### config.mk
export PLATFORM = sky130hd
export DESIGN_NAME = alu_operand_collector_flat
export DESIGN_NICKNAME = d
export VERILOG_FILES = /design/src/rtl/alu_collector_pkg.sv /design/src/rtl/alu_operand_collector_if.sv /design/src/rtl/alu_cmd_classifier.sv /design/src/rtl/alu_operand_collector.sv /design/src/flat_wrapper.sv
export SDC_FILE = /design/constraint.sdc
export NUM_CORES = 1
export LEC_CHECK = 0
export BUFFER_PORTS_ARGS = -buffer_cell sky130_fd_sc_hd__buf_2
export CAP_MARGIN = 30
export CORE_MARGIN = 1
export CORE_UTILIZATION = 60
export CTS_BUF_LIST = sky130_fd_sc_hd__clkbuf_4 sky130_fd_sc_hd__clkbuf_8
export CTS_CLUSTER_DIAMETER = 100
export DETAILED_ROUTE_END_ITERATION = 6
export GPL_TIMING_DRIVEN = 0
export PLACE_DENSITY = 0.83
export SYNTH_ARGS = -nofsm -noshare
export SYNTH_HDL_FRONTEND = slang
export SYNTH_HIERARCHICAL = 1
export SYNTH_SLANG_ARGS = --single-unit
### constraint.sdc
create_clock -name clk -period 2.8 [get_ports clk]
set_clock_uncertainty 0.2 [all_clocks]
set_input_delay 0.84 -clock clk [delete_from_list [all_inputs] [get_ports clk]]
set_output_delay 0.84 -clock clk [all_outputs]
set_load 0.03 [all_outputs]
### src/rtl/alu_collector_pkg.sv
// Shared types, command encodings and operand-requirement helpers for the ALU operand collector.
// Optional build feature: ALU_COLLECTOR_STATS_EN (issue/timeout/drop counters on the top).
package alu_collector_pkg;

   localparam int unsigned CMD_W  = 4;
   localparam int unsigned STAT_W = 16;

   // Arithmetic commands (mode = 1)
   localparam logic [CMD_W-1:0] ADD     = CMD_W'(0);
   localparam logic [CMD_W-1:0] SUB     = CMD_W'(1);
   localparam logic [CMD_W-1:0] ADD_CIN = CMD_W'(2);
   localparam logic [CMD_W-1:0] SUB_CIN = CMD_W'(3);
   localparam logic [CMD_W-1:0] INC_A   = CMD_W'(4);
   localparam logic [CMD_W-1:0] DEC_A   = CMD_W'(5);
   localparam logic [CMD_W-1:0] INC_B   = CMD_W'(6);
   localparam logic [CMD_W-1:0] DEC_B   = CMD_W'(7);
   localparam logic [CMD_W-1:0] CMP     = CMD_W'(8);
   localparam logic [CMD_W-1:0] INC_MUL = CMD_W'(9);
   localparam logic [CMD_W-1:0] SHL_MUL = CMD_W'(10);

   // Logic commands (mode = 0)
   localparam logic [CMD_W-1:0] AND     = CMD_W'(0);
   localparam logic [CMD_W-1:0] NAND    = CMD_W'(1);
   localparam logic [CMD_W-1:0] OR      = CMD_W'(2);
   localparam logic [CMD_W-1:0] NOR     = CMD_W'(3);
   localparam logic [CMD_W-1:0] XOR     = CMD_W'(4);
   localparam logic [CMD_W-1:0] XNOR    = CMD_W'(5);
   localparam logic [CMD_W-1:0] NOT_A   = CMD_W'(6);
   localparam logic [CMD_W-1:0] NOT_B   = CMD_W'(7);
   localparam logic [CMD_W-1:0] SHR1_A  = CMD_W'(8);
   localparam logic [CMD_W-1:0] SHL1_A  = CMD_W'(9);
   localparam logic [CMD_W-1:0] SHR1_B  = CMD_W'(10);
   localparam logic [CMD_W-1:0] SHL1_B  = CMD_W'(11);
   localparam logic [CMD_W-1:0] ROL     = CMD_W'(12);
   localparam logic [CMD_W-1:0] ROR     = CMD_W'(13);

   typedef enum logic [1:0] {IDLE, COLLECT, ISSUE, WAIT} state_t;

   function automatic logic cmd_legal(input logic mode, input logic [CMD_W-1:0] cmd);
      return mode ? (cmd <= SHL_MUL) : (cmd <= ROR);
   endfunction

   // bit0 = opa needed, bit1 = opb needed; illegal commands are resolved by the caller
   function automatic logic [1:0] required_mask(input logic mode, input logic [CMD_W-1:0] cmd);
      logic [1:0] m;
      m = 2'b11;
      if (mode) begin
         case (cmd)
            INC_A, DEC_A: m = 2'b01;
            INC_B, DEC_B: m = 2'b10;
            default:      m = 2'b11;
         endcase
      end else begin
         case (cmd)
            NOT_A, SHR1_A, SHL1_A: m = 2'b01;
            NOT_B, SHR1_B, SHL1_B: m = 2'b10;
            default:               m = 2'b11;
         endcase
      end
      return m;
   endfunction

endpackage

### src/rtl/alu_operand_collector_if.sv
// Upstream beat bus plus ALU drive bus of the operand collector.
// master = beat producer / ALU-side observer, slave = the collector.
interface alu_operand_collector_if #(
   parameter int unsigned OP_WIDTH  = 8,
   parameter int unsigned CMD_WIDTH = 4
);
   logic                 in_valid;
   logic                 in_ready;
   logic                 in_mode;
   logic [CMD_WIDTH-1:0] in_cmd;
   logic                 in_cin;
   logic [1:0]           in_inp_valid;
   logic [OP_WIDTH-1:0]  in_opa;
   logic [OP_WIDTH-1:0]  in_opb;

   logic                 alu_ce;
   logic                 alu_mode;
   logic [CMD_WIDTH-1:0] alu_cmd;
   logic                 alu_cin;
   logic [1:0]           alu_inp_valid;
   logic [OP_WIDTH-1:0]  alu_opa;
   logic [OP_WIDTH-1:0]  alu_opb;

   logic                 busy;
   logic                 timeout_pulse;
   logic                 drop_pulse;

   modport master (
      output in_valid, in_mode, in_cmd, in_cin, in_inp_valid, in_opa, in_opb,
      input  in_ready, alu_ce, alu_mode, alu_cmd, alu_cin, alu_inp_valid, alu_opa, alu_opb,
      input  busy, timeout_pulse, drop_pulse
   );

   modport slave (
      input  in_valid, in_mode, in_cmd, in_cin, in_inp_valid, in_opa, in_opb,
      output in_ready, alu_ce, alu_mode, alu_cmd, alu_cin, alu_inp_valid, alu_opa, alu_opb,
      output busy, timeout_pulse, drop_pulse
   );
endinterface

### src/rtl/alu_cmd_classifier.sv
// Combinational decode of {mode, cmd}: operands required, multiply latency class, legality.
module alu_cmd_classifier
   import alu_collector_pkg::*;
#(
   parameter int unsigned CMD_WIDTH = 4
) (
   input  logic                 mode,
   input  logic [CMD_WIDTH-1:0] cmd,
   output logic [1:0]           req_mask_c,
   output logic                 is_mul_c,
   output logic                 cmd_legal_c
);
   logic [CMD_W-1:0] cmd_n;
   logic             cmd_fits;

   // encodings wider than the table are only legal if the extra bits are zero
   assign cmd_n       = CMD_W'(cmd);
   assign cmd_fits    = (CMD_WIDTH'(cmd_n) == cmd);
   assign cmd_legal_c = cmd_fits && cmd_legal(mode, cmd_n);
   assign req_mask_c  = required_mask(mode, cmd_n);
   assign is_mul_c    = cmd_legal_c && mode && ((cmd_n == INC_MUL) || (cmd_n == SHL_MUL));
endmodule

### src/rtl/alu_operand_collector.sv
// Merges split-operand beats into one clean ALU issue, with timeout/drop handling.
// Optional build feature: ALU_COLLECTOR_STATS_EN adds saturating stat_* counters.
module alu_operand_collector
   import alu_collector_pkg::*;
#(
   parameter int unsigned OP_WIDTH  = 8,
   parameter int unsigned CMD_WIDTH = 4,
   parameter int unsigned TIMEOUT   = 16,
   parameter int unsigned ALU_LAT   = 1
) (
   input  logic                    clk,
   input  logic                    rst,
   alu_operand_collector_if.slave  bus
`ifdef ALU_COLLECTOR_STATS_EN
   ,
   output logic [STAT_W-1:0]       stat_issued,
   output logic [STAT_W-1:0]       stat_timeouts,
   output logic [STAT_W-1:0]       stat_drops
`endif
);
   localparam int unsigned TCW = $clog2(TIMEOUT + 1);
   localparam int unsigned WCW = $clog2(ALU_LAT + 2);

   state_t               state;
   logic                 mode_q, cin_q, mul_q;
   logic [CMD_WIDTH-1:0] cmd_q;
   logic [OP_WIDTH-1:0]  opa_q, opb_q;
   logic [1:0]           req_q, got_q;
   logic [TCW-1:0]       tcnt;
   logic [WCW-1:0]       wcnt;

   logic [1:0]           cls_req, new_req;
   logic                 cls_mul, cls_legal;
   logic                 accept, same_op;

   logic                 ld_mode, ld_cin, ld_mul;
   logic [CMD_WIDTH-1:0] ld_cmd;
   logic [1:0]           ld_req, ld_got;
   logic [OP_WIDTH-1:0]  ld_opa, ld_opb;
   logic                 fresh, complete, expire, go_issue, drop;

   alu_cmd_classifier #(.CMD_WIDTH(CMD_WIDTH)) u_cls (
      .mode        (bus.in_mode),
      .cmd         (bus.in_cmd),
      .req_mask_c  (cls_req),
      .is_mul_c    (cls_mul),
      .cmd_legal_c (cls_legal)
   );

   // illegal commands pass through with whatever operands the beat carries
   assign new_req = cls_legal ? cls_req : bus.in_inp_valid;
   assign accept  = bus.in_valid && bus.in_ready;
   assign same_op = (bus.in_mode == mode_q) && (bus.in_cmd == cmd_q);

   // Operation context after this cycle's beat: a fresh start or a merge into the pending one
   always_comb begin
      fresh   = accept && ((state == IDLE) || !same_op);
      ld_mode = mode_q;
      ld_cmd  = cmd_q;
      ld_cin  = cin_q;
      ld_mul  = mul_q;
      ld_req  = req_q;
      ld_got  = got_q;
      ld_opa  = opa_q;
      ld_opb  = opb_q;
      if (fresh) begin
         ld_mode = bus.in_mode;
         ld_cmd  = bus.in_cmd;
         ld_cin  = bus.in_cin;
         ld_mul  = cls_mul;
         ld_req  = new_req;
         ld_got  = new_req & bus.in_inp_valid;
         ld_opa  = bus.in_inp_valid[0] ? bus.in_opa : '0;
         ld_opb  = bus.in_inp_valid[1] ? bus.in_opb : '0;
      end else if (accept) begin
         ld_cin = bus.in_cin;
         ld_got = got_q | (bus.in_inp_valid & req_q);
         if (bus.in_inp_valid[0]) ld_opa = bus.in_opa;
         if (bus.in_inp_valid[1]) ld_opb = bus.in_opb;
      end
      complete = (fresh || (state == COLLECT)) && (ld_got == ld_req);
      expire   = !fresh && !complete && (state == COLLECT) && (tcnt == TCW'(TIMEOUT));
      go_issue = complete || expire;
      drop     = fresh && (state == COLLECT);
   end

   always_ff @(posedge clk or posedge rst) begin
      if (rst) begin
         state             <= IDLE;
         mode_q            <= 1'b0;
         cin_q             <= 1'b0;
         mul_q             <= 1'b0;
         cmd_q             <= '0;
         opa_q             <= '0;
         opb_q             <= '0;
         req_q             <= '0;
         got_q             <= '0;
         tcnt              <= '0;
         wcnt              <= '0;
         bus.in_ready      <= 1'b0;
         bus.alu_ce        <= 1'b0;
         bus.alu_mode      <= 1'b0;
         bus.alu_cmd       <= '0;
         bus.alu_cin       <= 1'b0;
         bus.alu_inp_valid <= '0;
         bus.alu_opa       <= '0;
         bus.alu_opb       <= '0;
         bus.busy          <= 1'b0;
         bus.timeout_pulse <= 1'b0;
         bus.drop_pulse    <= 1'b0;
      end else begin
         bus.alu_ce        <= 1'b0;
         bus.timeout_pulse <= 1'b0;
         bus.drop_pulse    <= drop;
         unique case (state)
            IDLE, COLLECT: begin
               mode_q <= ld_mode;
               cmd_q  <= ld_cmd;
               cin_q  <= ld_cin;
               mul_q  <= ld_mul;
               req_q  <= ld_req;
               got_q  <= ld_got;
               opa_q  <= ld_opa;
               opb_q  <= ld_opb;
               if (go_issue) begin
                  state             <= ISSUE;
                  bus.in_ready      <= 1'b0;
                  bus.busy          <= 1'b1;
                  bus.alu_ce        <= 1'b1;
                  bus.alu_mode      <= ld_mode;
                  bus.alu_cmd       <= ld_cmd;
                  bus.alu_cin       <= ld_cin;
                  bus.alu_inp_valid <= ld_got;
                  bus.alu_opa       <= ld_got[0] ? ld_opa : '0;
                  bus.alu_opb       <= ld_got[1] ? ld_opb : '0;
                  bus.timeout_pulse <= expire;
               end else if (fresh) begin
                  state        <= COLLECT;
                  tcnt         <= TCW'(1);
                  bus.in_ready <= 1'b1;
                  bus.busy     <= 1'b1;
               end else if (state == COLLECT) begin
                  tcnt <= tcnt + TCW'(1);
               end else begin
                  bus.in_ready <= 1'b1;
                  bus.busy     <= 1'b0;
               end
            end
            ISSUE: begin
               if (!mul_q && (ALU_LAT == 0)) begin
                  state        <= IDLE;
                  bus.in_ready <= 1'b1;
                  bus.busy     <= 1'b0;
               end else begin
                  state <= WAIT;
                  wcnt  <= mul_q ? WCW'(ALU_LAT + 1) : WCW'(ALU_LAT);
               end
            end
            WAIT: begin
               if (wcnt <= WCW'(1)) begin
                  state        <= IDLE;
                  bus.in_ready <= 1'b1;
                  bus.busy     <= 1'b0;
               end else begin
                  wcnt <= wcnt - WCW'(1);
               end
            end
            default: state <= IDLE;
         endcase
      end
   end

`ifdef ALU_COLLECTOR_STATS_EN
   // Saturating event counters
   always_ff @(posedge clk or posedge rst) begin
      if (rst) begin
         stat_issued   <= '0;
         stat_timeouts <= '0;
         stat_drops    <= '0;
      end else begin
         if (go_issue && (stat_issued != '1))  stat_issued   <= stat_issued + STAT_W'(1);
         if (expire && (stat_timeouts != '1))  stat_timeouts <= stat_timeouts + STAT_W'(1);
         if (drop && (stat_drops != '1))       stat_drops    <= stat_drops + STAT_W'(1);
      end
   end
`endif

endmodule

### src/flat_wrapper.sv
// flat-port wrapper written by rule: the top's interface ports become plain ports
module alu_operand_collector_flat import alu_collector_pkg::*;
#(
   parameter int unsigned OP_WIDTH  = 8,
   parameter int unsigned CMD_WIDTH = 4,
   parameter int unsigned TIMEOUT   = 16,
   parameter int unsigned ALU_LAT   = 1
)
  (clk, rst, bus_in_valid, bus_in_mode, bus_in_cmd, bus_in_cin, bus_in_inp_valid, bus_in_opa, bus_in_opb, bus_in_ready, bus_alu_ce, bus_alu_mode, bus_alu_cmd, bus_alu_cin, bus_alu_inp_valid, bus_alu_opa, bus_alu_opb, bus_busy, bus_timeout_pulse, bus_drop_pulse);
  alu_operand_collector_if #(.OP_WIDTH(OP_WIDTH), .CMD_WIDTH(CMD_WIDTH)) bus_i ();
  input  logic clk;
  input  logic rst;
  input wire logic [$bits(bus_i.in_valid)-1:0] bus_in_valid;
  input wire logic [$bits(bus_i.in_mode)-1:0] bus_in_mode;
  input wire logic [$bits(bus_i.in_cmd)-1:0] bus_in_cmd;
  input wire logic [$bits(bus_i.in_cin)-1:0] bus_in_cin;
  input wire logic [$bits(bus_i.in_inp_valid)-1:0] bus_in_inp_valid;
  input wire logic [$bits(bus_i.in_opa)-1:0] bus_in_opa;
  input wire logic [$bits(bus_i.in_opb)-1:0] bus_in_opb;
  output wire logic [$bits(bus_i.in_ready)-1:0] bus_in_ready;
  output wire logic [$bits(bus_i.alu_ce)-1:0] bus_alu_ce;
  output wire logic [$bits(bus_i.alu_mode)-1:0] bus_alu_mode;
  output wire logic [$bits(bus_i.alu_cmd)-1:0] bus_alu_cmd;
  output wire logic [$bits(bus_i.alu_cin)-1:0] bus_alu_cin;
  output wire logic [$bits(bus_i.alu_inp_valid)-1:0] bus_alu_inp_valid;
  output wire logic [$bits(bus_i.alu_opa)-1:0] bus_alu_opa;
  output wire logic [$bits(bus_i.alu_opb)-1:0] bus_alu_opb;
  output wire logic [$bits(bus_i.busy)-1:0] bus_busy;
  output wire logic [$bits(bus_i.timeout_pulse)-1:0] bus_timeout_pulse;
  output wire logic [$bits(bus_i.drop_pulse)-1:0] bus_drop_pulse;
  assign bus_i.in_valid = bus_in_valid;
  assign bus_i.in_mode = bus_in_mode;
  assign bus_i.in_cmd = bus_in_cmd;
  assign bus_i.in_cin = bus_in_cin;
  assign bus_i.in_inp_valid = bus_in_inp_valid;
  assign bus_i.in_opa = bus_in_opa;
  assign bus_i.in_opb = bus_in_opb;
  assign bus_in_ready = bus_i.in_ready;
  assign bus_alu_ce = bus_i.alu_ce;
  assign bus_alu_mode = bus_i.alu_mode;
  assign bus_alu_cmd = bus_i.alu_cmd;
  assign bus_alu_cin = bus_i.alu_cin;
  assign bus_alu_inp_valid = bus_i.alu_inp_valid;
  assign bus_alu_opa = bus_i.alu_opa;
  assign bus_alu_opb = bus_i.alu_opb;
  assign bus_busy = bus_i.busy;
  assign bus_timeout_pulse = bus_i.timeout_pulse;
  assign bus_drop_pulse = bus_i.drop_pulse;
  alu_operand_collector #(.OP_WIDTH(OP_WIDTH), .CMD_WIDTH(CMD_WIDTH), .TIMEOUT(TIMEOUT), .ALU_LAT(ALU_LAT)) u_core (.clk(clk), .rst(rst), .bus(bus_i));
endmodule
==> impl_summary.md <==
Routing
The met3 wire length is 1.19 mm. The highest layer touched by signal routing is met4. After detailed routing, the number of remaining DRC violations is 0. Dividing the detail-routed via count by the number of cells gives 6.85. The total length of routed met2 wires is 5.47 mm.

Dividing the detail-routed wire length by the instance count gives 19.7 um. The first TritonRoute pass finished after 5 iterations. The final wirelength is 11.6 mm. The detailed router put a total of 4.71 mm of wire on met1. The count of vias placed by the detailed router is 4057.

For this block, the initial DRC count from the detailed router was 511. The number of routed nets with antenna violations is 0.

Min path
The tightest min-delay check is of the register to register type. The depth of the worst hold-timing path is 1.

Synthesis
A synthesized cell averages 8.98 sq um. The number of nets in the synthesized netlist is 467. Measured against the total synthesized area, the mux share comes to 3.70%. The number of synthesis warnings is 6. The post-synthesis register bit count is 65. Counting instances in the post-synthesis netlist gives the leading cell types as nand3_1, dfrtp_1, nand2_1, a31oi_1, a22o_1. In the synthesized netlist, the number of instances is 437. The xor/xnor share of the synthesized area is 1.98%. Counting flops with a built-in enable in the synthesized netlist gives 0. The fraction of registers with async set/reset is 100%. In this run, distinct cell masters in the synthesized netlist total 52. After Yosys synthesis, and, or, nand and nor cells account for 21.8% of the synthesized area.

The dominant combinational cell family by area after synthesis is compound AO/OA/AOI/OAI gates. Of all cell types, the one taking the most synthesized area is dfrtp_1. Sequential elements use 41.5% of the synthesized area. In the post-synthesis netlist, the biggest area contributors are dfrtp_1, nand3_1, a22o_1, a31oi_1, nand2_1. In this run the cell area of the synthesized design comes to 3920 sq um. The adder-cell share of the synthesized area is 0.957%.

The top cell type's share of synthesized area is 41.5%. The most numerous cell in the Yosys netlist is nand3_1. The fraction of the mapped netlist area in compound gates is 25.0%. Among all flip-flop cells after synthesis, the most frequent one is dfrtp_1.

Critical path
The total stage count of the critical path is 8. Traced cell by cell, the critical path runs through buf_2 -> and2_1 -> clkbuf_1 -> clkbuf_1 -> a32oi_1 -> o31ai_1 -> a31oi_1 -> nand3_1. The worst setup path is of the input port to register kind.

The number of cells on the worst reg-to-reg path is 7. The most numerous cell on the critical path is clkbuf_1. Data on the critical path arrives at its endpoint at 2870 ps. The setup check on the worst reg-to-reg path leaves a slack of 100 ps. At the worst endpoint, the required time is 2890 ps.

The worst setup path is launched from an input port. The largest delay contributor family on the critical path is buffers and inverters. The delay contributed by the slowest stage of the critical path is 520 ps. The largest fanout on the critical path is 10. The slowest stage of the critical path is the clkbuf_1 cell. The worst setup path is captured at a register. The critical path buffer and inverter count is 3.

Final layout
The footprint of the multi-input gates is 2240 sq um. The post-route core utilization is 74.9%. Relative to the synthesized area, the layout overhead comes to 20.5%. In the final layout, the share of cells above drive strength 1 is 28.7%. The repair_antennas step left the layout with diodes totalling 0. The number of nets at the end of the flow is 540.

Fill cells in the final layout number 464. The storage element area is 1630 sq um.

GRT
The first-pass GRT wire length is 18.9 mm. Entering global routing, the biggest net connects 34 pins. The sum of overflow across all layers after global routing is 0. The initial antenna violation count is 0. The overall track demand over capacity in global routing is 34.3%. The via count of the first global-routing pass is 3859.

Die
The boundary pin count is 56. The chip height is 82.9 um. The core region is 6310 sq um. The area of the die is 6870 sq um.

The die is 82.9 um wide. For this configuration, the core starts out at a cell density of 62.1%. The number of cell rows is 29.

Clock tree
The cell sitting at the root of the clock tree is a clkbuf_8. The source-to-sink clock delay at the later pin of the worst-skew pair is 360 ps. The number of buffers created by CTS is 9.

The deepest clock path buffer count is 2. The number of hold buffers added after CTS was 0. The clock net in this run drives a total of 65 sinks. The clock tree from TritonCTS is built. After clock tree synthesis, the clock-pin slew on the worst setup and hold paths is 70 ps.

The H-tree generated during clock tree synthesis spans 3 levels.

Placed design
The congestion estimate from routability-driven global placement came to 0.882. The placed wire-length estimate after detailed placement is 7.71 mm. Buffers placed on the I/O ports in this run total 55. The worst slack at placement is -557 ps.

STA
The hold violation total from the final report was 0. The maximum achievable frequency is 359 MHz. At the pin with the least slew margin, the transition time is 746 ps. Setup violations remaining at the end of the flow were counted as 0.

On the final layout, the worst hold slack is 305 ps. The minimum setup slack in the final design is 15.3 ps. The post-route clock period utilization is 99.5%. Setup repair after global routing could not meet its margin everywhere. Headroom to the max-slew limit came out at 50.0%. The shortest clock period the worst path allows after layout is 2780 ps. The total count of max-transition violations in the final report came to 0.

Power
The static leakage is 2.02 nW. The total power density per cell area is 1210 nW/um^2. The overall power consumption is 5.70 mW. The worst supply voltage drop on vdd is 0.725 mV.

Flow run
Across the run, the number of max-cap violations was 0.

Run status
The flow ran to the end, and the final reports show no timing, DRC or antenna violations.
[final cells by class]
cell class | instances | area share [%]
Multi-Input combinational cell | 326 | 47.5
Sequential cell | 65 | 34.4
Timing Repair Buffer | 63 | 7.52
Buffer | 39 | 4.55
Clock buffer | 10 | 2.78
Tap cell | 77 | 2.04
Clock inverter | 6 | 0.741
Inverter | 6 | 0.476
[sequential cells by signal, summed over array words and instances, names as in the netlist, 4 cells and up]
signal,cells
u_core/opa_q,8
u_core/bus.alu_opa,8
u_core/cmd_q,4
u_core/bus.alu_opb,8
u_core/opb_q,8
u_core/bus.alu_cmd,4
u_core/tcnt,5
[layout by cell type (no fill, tap or decap), types with 8 or more instances in the layout]
| cell type | netlist | final |
|---|---|---|
| clkbuf_1 | 19 | 12 |
| a22o_1 | 23 | 23 |
| clkbuf_8 | 0 | 9 |
| nor2_1 | 15 | 14 |
| o31ai_1 | 17 | 17 |
| a21oi_1 | 15 | 15 |
| mux2_2 | 9 | 9 |
| nor3_1 | 17 | 16 |
| dfrtp_1 | 65 | 65 |
| clkbuf_4 | 0 | 8 |
| a31oi_1 | 28 | 26 |
| a32oi_1 | 8 | 8 |
| a22oi_1 | 8 | 8 |
| buf_4 | 1 | 14 |
| nand2_1 | 40 | 38 |
| buf_2 | 12 | 56 |
| nand3_1 | 71 | 71 |
[stage by stage]
step	std cells	setup TNS (ps)	area [sq um]
final	592	0	4730
after global routing	592	-168	4730
after CTS	587	0	4540
after detailed placement	570	-22920	4320
after global placement	569	-60850	4300
after floorplan	437	0	3920
[path summary, 6_finish.rpt]
check | start | end
min in group asynchronous | rst | u_core/bus.alu_inp_valid[0]$_DFFE_PP0P_
hold reg to reg | u_core/opb_q[0]$_DFFE_PP0P_ | u_core/opb_q[0]$_DFFE_PP0P_
max in group asynchronous | rst | u_core/opa_q[6]$_DFFE_PP0P_
setup / recovery | bus_in_valid | u_core/bus.alu_opb[7]$_DFFE_PP0P_
setup reg to reg | u_core/bus.in_ready$_DFFE_PP0P_ | u_core/bus.alu_opb[7]$_DFFE_PP0P_
hold / removal | u_core/opb_q[0]$_DFFE_PP0P_ | u_core/opb_q[0]$_DFFE_PP0P_
[logic make-up after synthesis]
family | Yosys count
fa+ha+maj | 3
simple gates | 173
buf+inv | 46
mux | 13
xor+xnor | 8
flops | 65
compound gates | 129
[per-layer routing]
| layer | global-route usage [%] | vias up |
|---|---|---|
| li1 | - | 1807 |
| met2 | 53.4 | 289 |
| met5 | 0 | - |
| met3 | 8.05 | 40 |
| met1 | 46.4 | 1921 |
| met4 | 13.8 | 0 |
[report_power, final]
part	switching (mW)	total (mW)	internal [mW]
registers	0.338	1.65	1.31
clock network	0.385	0.709	0.324
logic	2.03	3.34	1.31
[repair_timing]
| action | CTS | global route |
|---|---|---|
| gates resized for setup | 15 | 49 |
| pin swaps | 2 | 7 |
| setup buffers | 2 | 5 |
| setup endpoints to repair | 33 | 49 |
Note: power is estimated with default switching activity, not from simulation.
